### config.mk
export PLATFORM = sky130hd
export DESIGN_NAME = memoria_ram_bist
export DESIGN_NICKNAME = d
export VERILOG_FILES = /design/src/rtl/memoria_ram_bist.sv
export SDC_FILE = /design/constraint.sdc
export NUM_CORES = 1
export LEC_CHECK = 0
export CAP_MARGIN = 20
export CORE_MARGIN = 3
export CORE_UTILIZATION = 51
export CTS_BUF_LIST = sky130_fd_sc_hd__clkbuf_8
export DETAILED_ROUTE_END_ITERATION = 8
export PLACE_DENSITY = 0.78
export SLEW_MARGIN = 15
export SYNTH_ARGS = -nofsm -noshare
export SYNTH_HDL_FRONTEND = slang
export SYNTH_SLANG_ARGS = --single-unit
### constraint.sdc
create_clock -name clk_i -period 2.6 [get_ports clk_i]
set_input_delay 0.39 -clock clk_i [delete_from_list [all_inputs] [get_ports clk_i]]
set_output_delay 0.39 -clock clk_i [all_outputs]
set_load 0.05 [all_outputs]
### src/rtl/memoria_ram_bist.sv
`default_nettype none
// ============================================================================
// Module      : memoria_ram_bist
// Description : Built-in self-test initiator for one MemoriaRAM instance.
//               On start it runs a four-phase march over every address:
//               write P(a), read/compare P(a), write ~P(a), read/compare
//               ~P(a), where P(a) = a ^ PAT. It then reports pass/fail, the
//               number of mismatching reads and the first failing location.
//
// Ports       : clk_i         system clock (rising edge)
//               rst_i         synchronous reset, active low
//               start_i       start request, honoured in IDLE or DONE only
//               addr_o        RAM address
//               rden_o        RAM read enable
//               wren_o        RAM write enable
//               dato_write_o  RAM write data
//               dato_read_i   RAM read data (combinational from the RAM)
//               busy_o        march in progress
//               done_o        march finished, results valid
//               pass_o        finished with zero mismatches
//               err_count_o   number of mismatching reads
//               fail_addr_o   address of the first mismatch
//               fail_phase_o  phase of the first mismatch (0 = RD0, 1 = RD1)
//
// Revision    : 1.0 - initial release
// ============================================================================
module memoria_ram_bist #(
  parameter int             N   = 4,
  parameter int             M   = 4,
  parameter logic [M-1:0]   PAT = 4'hA
) (
  input  logic             clk_i,
  input  logic             rst_i,
  input  logic             start_i,
  output logic [N-1:0]     addr_o,
  output logic             rden_o,
  output logic             wren_o,
  output logic [M-1:0]     dato_write_o,
  input  logic [M-1:0]     dato_read_i,
  output logic             busy_o,
  output logic             done_o,
  output logic             pass_o,
  output logic [N+1:0]     err_count_o,
  output logic [N-1:0]     fail_addr_o,
  output logic             fail_phase_o
);

  // --------------------------------------------------------------------------
  // State encoding
  // --------------------------------------------------------------------------
  localparam logic [2:0] c_ST_IDLE = 3'd0;
  localparam logic [2:0] c_ST_WR0  = 3'd1;
  localparam logic [2:0] c_ST_RD0  = 3'd2;
  localparam logic [2:0] c_ST_WR1  = 3'd3;
  localparam logic [2:0] c_ST_RD1  = 3'd4;
  localparam logic [2:0] c_ST_DONE = 3'd5;

  localparam logic [N-1:0] c_CNT_LAST = {N{1'b1}};

  // --------------------------------------------------------------------------
  // Registered state
  // --------------------------------------------------------------------------
  logic [2:0]   r_state;
  logic [N-1:0] r_cnt;
  logic [N+1:0] r_err;
  logic [N-1:0] r_fail_addr;
  logic         r_fail_phase;
  logic         r_done;
  logic         r_pass;

  // --------------------------------------------------------------------------
  // Combinational decode (from registered state/counter only on the RAM side)
  // --------------------------------------------------------------------------
  logic [M-1:0] w_cnt_ext;
  logic [M-1:0] w_pat;
  logic [M-1:0] w_expect;
  logic         w_is_wr;
  logic         w_is_rd;
  logic         w_busy;
  logic         w_rd_ok;
  logic         w_mismatch;
  logic         w_cnt_last;
  logic [N+1:0] w_err_next;

  // The address is zero-extended or truncated to the data width before the
  // seed is applied.
  generate
    if (M > N) begin : g_ext_pad
      assign w_cnt_ext = {{(M-N){1'b0}}, r_cnt};
    end else begin : g_ext_trunc
      assign w_cnt_ext = r_cnt[M-1:0];
    end
  endgenerate

  assign w_pat      = w_cnt_ext ^ PAT;
  assign w_is_wr    = (r_state == c_ST_WR0) || (r_state == c_ST_WR1);
  assign w_is_rd    = (r_state == c_ST_RD0) || (r_state == c_ST_RD1);
  assign w_busy     = w_is_wr || w_is_rd;
  assign w_cnt_last = (r_cnt == c_CNT_LAST);
  assign w_expect   = (r_state == c_ST_RD1) ? ~w_pat : w_pat;
  assign w_rd_ok    = (dato_read_i == w_expect);

  // Written as "ok or not reading, else mismatch" so that an unknown compare
  // result falls into the mismatch branch.
  always_comb begin
    w_mismatch = 1'b0;
    if (!w_is_rd || w_rd_ok) begin
      w_mismatch = 1'b0;
    end else begin
      w_mismatch = 1'b1;
    end
  end

  // Error count including the compare performed at the current edge; used so
  // that the pass flag at the final RD1 edge sees the last read too.
  assign w_err_next = w_mismatch ? (r_err + (N+2)'(1)) : r_err;

  // --------------------------------------------------------------------------
  // March sequencer
  // --------------------------------------------------------------------------
  always_ff @(posedge clk_i) begin
    if (!rst_i) begin
      r_state      <= c_ST_IDLE;
      r_cnt        <= '0;
      r_err        <= '0;
      r_fail_addr  <= '0;
      r_fail_phase <= 1'b0;
      r_done       <= 1'b0;
      r_pass       <= 1'b0;
    end else begin
      case (r_state)
        c_ST_IDLE, c_ST_DONE: begin
          // DONE holds results until a new start; restart clears them.
          if (start_i) begin
            r_state      <= c_ST_WR0;
            r_cnt        <= '0;
            r_err        <= '0;
            r_fail_addr  <= '0;
            r_fail_phase <= 1'b0;
            r_done       <= 1'b0;
            r_pass       <= 1'b0;
          end
        end

        c_ST_WR0, c_ST_RD0, c_ST_WR1, c_ST_RD1: begin
          // Counter wraps naturally to zero at the phase boundary.
          r_cnt <= r_cnt + N'(1);

          if (w_mismatch) begin
            r_err <= w_err_next;
            // Only the first mismatch of a run is captured.
            if (r_err == '0) begin
              r_fail_addr  <= r_cnt;
              r_fail_phase <= (r_state == c_ST_RD1);
            end
          end

          if (w_cnt_last) begin
            case (r_state)
              c_ST_WR0: r_state <= c_ST_RD0;
              c_ST_RD0: r_state <= c_ST_WR1;
              c_ST_WR1: r_state <= c_ST_RD1;
              default: begin
                r_state <= c_ST_DONE;
                r_done  <= 1'b1;
                r_pass  <= (w_err_next == '0);
              end
            endcase
          end
        end

        default: begin
          r_state <= c_ST_IDLE;
        end
      endcase
    end
  end

  // --------------------------------------------------------------------------
  // Outputs
  // --------------------------------------------------------------------------
  assign addr_o       = w_busy ? r_cnt : '0;
  assign wren_o       = w_is_wr;
  assign rden_o       = w_is_rd;
  assign dato_write_o = (r_state == c_ST_WR0) ? w_pat  :
                        (r_state == c_ST_WR1) ? ~w_pat : '0;

  assign busy_o       = w_busy;
  assign done_o       = r_done;
  assign pass_o       = r_pass;
  assign err_count_o  = r_err;
  assign fail_addr_o  = r_fail_addr;
  assign fail_phase_o = r_fail_phase;

endmodule
`default_nettype wire

**Word level (Yosys, flattened, before mapping)**

Index checks and enable logic that the tools add are counted.
W data, S select, Z words.

- $add $sub $neg: 2
- Equal/unequal tests: 12
- Mux-type cells: 27
- Bitwise gates (word level): 2
- Reductions and logical operators: 17

Operators with widths:

| operator | count |
|---|---|
| $mux W4 | 7 |
| $mux W6 | 3 |
| $pmux W4 S2 | 2 |
| $logic_not A6 Y1 | 2 |
| $pmux W6 S2 | 1 |
| $ne A2 B2 Y1 const B | 5 |
| $pmux W3 S3 | 1 |
| $reduce_and A4 Y1 | 2 |
| $mux W1 | 7 |
| $add A6 B1 Y6 const B | 1 |
| $eq A3 B2 Y1 const B | 2 |
| $eq A3 B3 Y1 const B | 2 |
| $mux W3 | 2 |
| $pmux W1 S2 | 3 |
| $pmux W3 S2 | 1 |
| $add A4 B1 Y4 const B | 1 |
| $eq A4 B4 Y1 | 1 |
| $eq A4 B4 Y1 const B | 1 |
| $logic_or A1 B1 Y1 | 4 |
| $not A4 Y4 | 1 |
| $reduce_and A2 Y1 | 2 |
| $reduce_or A4 Y1 | 1 |
| $eq A3 B1 Y1 const B | 1 |
| $logic_not A3 Y1 | 1 |
| 6 further kinds | 6 |

- Flip-flop bits (word level): 20
- Bits of input ports: 7
- Logic and storage cells: 67

**Longest topological paths before layout**

- Depth after elaboration: 10
- Depth in mapped cells: 8

**Worst setup path after synthesis**

Ideal clock, no wire load.

- Path kind: register -> register
- From: register r_state[2]
- To: register r_err[5] (netlist: err_count_o[5])
- Arrival time: 1.900 ns
- Data required time: 2.526 ns
- Path slack: 0.626 ns
- Cell stages (with the launch flop): 7
- Path buffers: 1
- Period minus slack after synthesis: 1.974 ns
- Cells stage by stage: dfxtp_1 > buf_2 > xnor2_1 > nor2_1 > nand2_1 > or3_1 > a31oi_1

- Word-level cells in the longest chain between the ends: 7
- Elaborated cells between the ends (all ways): 20

RTL lines:

| what | line | RTL |
|---|---|---|
| start: declaration | 63 | `logic [2:0] r_state;` |
| start signal: assignment | 123 | `r_state <= c_ST_IDLE;` |
| start signal: assignment | 135 | `r_state <= c_ST_WR0;` |
| start signal: assignment | 160 | `c_ST_WR0: r_state <= c_ST_RD0;` |
| $eq A3 B2 Y1 or $eq A3 B3 Y1 (tied branches) | 97 | `assign w_is_rd = (r_state == c_ST_RD0) \|\| (r_state == c_ST_RD1);` |
| $logic_or A1 B1 Y1 * | 97 |  |
| net rden_o | 36 | `output logic rden_o,` |
| $logic_not A1 Y1 * | 107 | `if (!w_is_rd \|\| w_rd_ok) begin` |
| $logic_or A1 B1 Y1 * | 107 |  |
| $mux W6 | 116 | `assign w_err_next = w_mismatch ? (r_err + (N+2)'(1)) : r_err;` |
| $mux W6 | 149 | `if (w_mismatch) begin` |
| $pmux W6 S2 | 131 | `case (r_state)` |
| end signal: assignment | 150 | `r_err <= w_err_next;` |
| end: declaration | 65 | `logic [N+1:0] r_err;` |

Mark *: on every way through the listed nets, which the timed path passes. The rest lies on a longest branch. The select of a mux whose other input is x is not followed.
A chain may end at the register's enable or synchronous reset.

**Worst setup path after layout**

- From: register r_state[2]
- To: output port addr_o[2]

- Word-level cells in the longest chain between the ends: 4
- Elaborated cells between the ends (all ways): 8

RTL lines:

| what | line | RTL |
|---|---|---|
| $eq A3 B1 Y1 (tied with other cells) | 96 | `assign w_is_wr = (r_state == c_ST_WR0) \|\| (r_state == c_ST_WR1);` |
| $logic_or A1 B1 Y1 (on tied branches) | 96, 97 |  |
| $logic_or A1 B1 Y1 * | 98 | `assign w_busy = w_is_wr \|\| w_is_rd;` |
| $mux W4 * | 182 | `assign addr_o = w_busy ? r_cnt : '0;` |
| end: declaration | 35 | `output logic [N-1:0] addr_o,` |

Every way passes the cells marked *; elsewhere a longest branch is shown, timed or not.

==> metrics.md <==
| Metric | Value |
|---|---|
| Share of cells above drive strength 1 | 6.19% |
| Worst reg-to-reg setup slack | 0.39 ns |
| Starting Density | a little under three fifths |
| Final hold violations | 0 |
| Worst path slowest cell | clkdlybuf4s50_1 |
| Synth warn | 0 |
| Total GRT Usage | about a fifth |
| First-pass GRT wire length | 5.31 mm |
| Die Area | 0.00314 mm² |
| Sequential share of the synthesized area | 31.3% |
| Final nets | 205 |
| CTS tree | done |
| Clock Latency Late Sink | 0.26 ns |
| Worst Hold End | pass_o |
| Ant diodes | 0 |
| # rows | 17 |
| Max FO, Critical Path | 13 |
| Critical R2R Capture | fail_phase_o |
| H-tree depth reported by CTS | 1 |
| Max-slew violations | 0 |
| Drt pass-1 iters | 6 |
| Power per cell area | approximately 440 mW/mm² |
| Syn_area_per_cell | roughly 7.7 µm² |
| CP Launch Type | flop |
| IO Port Bufs | 30 |
| Vias in the first global route | 1,196 |
| Num CTS Buffers | 3 |
| Hold_ws | 0.471 ns |
| Maximum VDD drop | 0.301 mV |
| WP data arrival | between 2 and 2.5 ns |
| Setup Skew | 0.00298 ns |
| Vias after detailed routing | 1,288 |
| Max-cap violations | 0 |
| Root Driver | clkbuf_8 |
| First DRT Iteration DRCs | 30 |
| Post-synthesis net count | 177 |
| Clock transition at path regs | 0.08 ns |
| Die X | 56.1 µm |
| Outcome | completed |
| Drt via density | 5.80 |
| Path depth of the worst reg2reg path | 5 |
| Max Freq | 399 MHz |
| IO Pins | 31 |
| Grt ovf | 0 |
| Buf+Inv Stages, Crit Path | 2 |
| Synthesized area | between 0.001 and 0.0015 mm² |
| Delay of the slowest critical-path stage | 0.69 ns |
| Core area | 0.00230 mm² |
| Period minus WS final | ~2.5 ns |
| Clk buf depth | 2 |
| Final worst slack | 0.0923 ns |
| Slew HR | 66.1% |
| Largest net degree at the start of global routing | 14 |
| Die Y-Extent | 56.1 µm |
| Hold path depth | 2 |
| Setup bufs post-CTS | 0 |
| Worst-Margin Slew | a little over 0.5 ns |
| Commonest non-fill, non-tap cell in the layout | clkdlybuf4s50_1 |
| Crit end category | output pin |
| Min-delay worst type | flop to flop |
| Hold_sp | pass_o |
| Routability congestion estimate | 0.870 |
| Number of antenna violations at the first check in global routing | 0 |
| Synth unique cells | 39 |
| Unrepaired setup endpoints after global routing | no |
| Final WL | ~3.1 mm |
| Area grow syn2layout | 29.6% |
| Drt drc | 0 |
| Setup WS pre-CTS | 0.197 ns |
| R2R Path Start | r_state[2] |
| Critical Setup Path Class | flop to output pin |
| Final setup violation count | 0 |
| Crit path cell chain | xor2_1 > inv_2 > and2_1 > clkdlybuf4s50_1 |
| Cell leakage power | 0.000676 µW |
| DP Wirelength | 2.31 mm |
| Tcrit/Tclk final | 96.5% |
| Setup Total Neg Slack | 0 ns |
| Delay-heaviest family, CP | buffers and inverters |
| Post-layout util | about 72% |
| Worst path required time | 2.21 ns |
| Cells after synthesis | 167 |
| Antenna Nets Post-Route | 0 |
| CTS Sinks | 20 |
| Post-synthesis register bit count | 20 |
| Drt wl/cell | approximately 14 µm |
| Most frequent cells in the layout | 27 x clkdlybuf4s50_1, 20 x dfxtp_1, 18 x nand2_1 |
[layer usage]
metal  vias up  GRT usage [%]  part of all wire [%]
met2        34           33.2                    47
met3         4           2.78                   4.6
met4         0           6.44                  0.59
met5         -              0                     0
met1       618           27.4                    48
li1        632              -                     -
[report_power, final]
part	switching [µW]	internal [µW]
combinational	61.9	37.7
clock	108	205
sequential	5.80	309
[synth_stat cells]
cell type  count  area [µm²]
nor4b_1        1        8.76
inv_1          5        18.8
nand3b_1       6        45.0
o211a_1        1        10.0
o21ai_2        1        8.76
o21ai_0       10        50.1
a21boi_1       2        15.0
o41ai_2        1        16.3
a21oi_1       11        55.1
nor3_1         2        10.0
or2_2          2        12.5
xnor2_1        5        43.8
inv_2          1        3.75
clkbuf_1       4        15.0
and2_1         8        50.1
dfxtp_1       20         400
nor3b_1        1        7.51
nand2b_1       1        6.26
or3_1          2        12.5
a31oi_1        3        18.8
a22oi_1        2        15.0
xor2_1         6        52.6
or3b_1         1        8.76
a32oi_1        1        8.76
and4_1         1        8.76
mux2i_1        3        30.0
and4b_1        1        10.0
nor2b_1        5        31.3
nand2_1       18        67.6
a211oi_1       2        15.0
nor2_1        15        56.3
buf_2          4        20.0
buf_6          2        22.5
o21ai_1        2        10.0
nand3_1        9        45.0
ha_1           3        37.5
nor4_1         2        12.5
or2_1          1        6.26
and3_1         2        12.5
[how the worst max path moves through the flow]
stage / from / endpoint / slack, ns / cells after the start
final: r_state[2] / addr_o[2] / 0.09 / 4
after global routing: r_state[2] / addr_o[2] / 0.004 / 4
after CTS: r_state[2] / addr_o[3] / 0.09 / 4
after detailed placement: start_i / err_count_o[2] / 0.20 / 7
after global placement: start_i / err_count_o[2] / 0.23 / 7
after floorplan: r_state[2] / err_count_o[5] / 0.63 / 6
[cell type report]
| cell class | instances | area, µm² |
|---|---|---|
| timing repair buffer | 33 | 330 |
| fill | 200 | 639 |
| clock inverter | 1 | 30.0 |
| inverter | 6 | 22.5 |
| clock buffer | 3 | 41.3 |
| sequential | 20 | 400 |
| multi-input combinational | 131 | 798 |
| tap | 28 | 35.0 |
[logic make-up (layout without fill, tap and decap cells)]
logic type               count (synthesis)  count (layout)  share of synthesized area [%]
XOR/XNOR                                11              11                           7.53
buffers and inverters                   16              43                           6.26
flip-flops                              20              20                           31.3
AND/OR/NAND/NOR                         78              78                           32.2
AO/OA/AOI/OAI                           36              36                           17.4
adder cells (fa/ha/maj)                  3               3                           2.94
multiplexers                             3               3                           2.35
[worst register-to-register path: cells and delay by family (launching register included)]
| family | cells | cell delay [ns] |
|---|---|---|
| AND/OR/NAND/NOR | 3 | 1.01 |
| flip-flops | 1 | 0.57 |
| AO/OA/AOI/OAI | 1 | 0.37 |
| multiplexers | 1 | 0.21 |
[flip-flops by register name, indices dropped and copies added (netlist names)]
name          count
done_o            1
fail_addr_o       4
fail_phase_o      1
pass_o            1
err_count_o       6
r_state           3
r_cnt             4
[per-stage QoR]
step | total power (µW) | instances | instance area, µm²
final | 728 | 222 | 1660
after global routing | 755 | 222 | 1660
after CTS | 736 | 222 | 1650
after detailed placement | 421 | 218 | 1580
after global placement | 419 | 218 | 1580
after floorplan | 387 | 167 | 1280
[timing repair]
item | in CTS | in global routing
endpoints found under the hold margin | 0 | 0
hold buffers | 0 | 0
resized for setup | 0 | 3
setup endpoints to repair | 0 | 3
(Power assumes the default switching activity.)
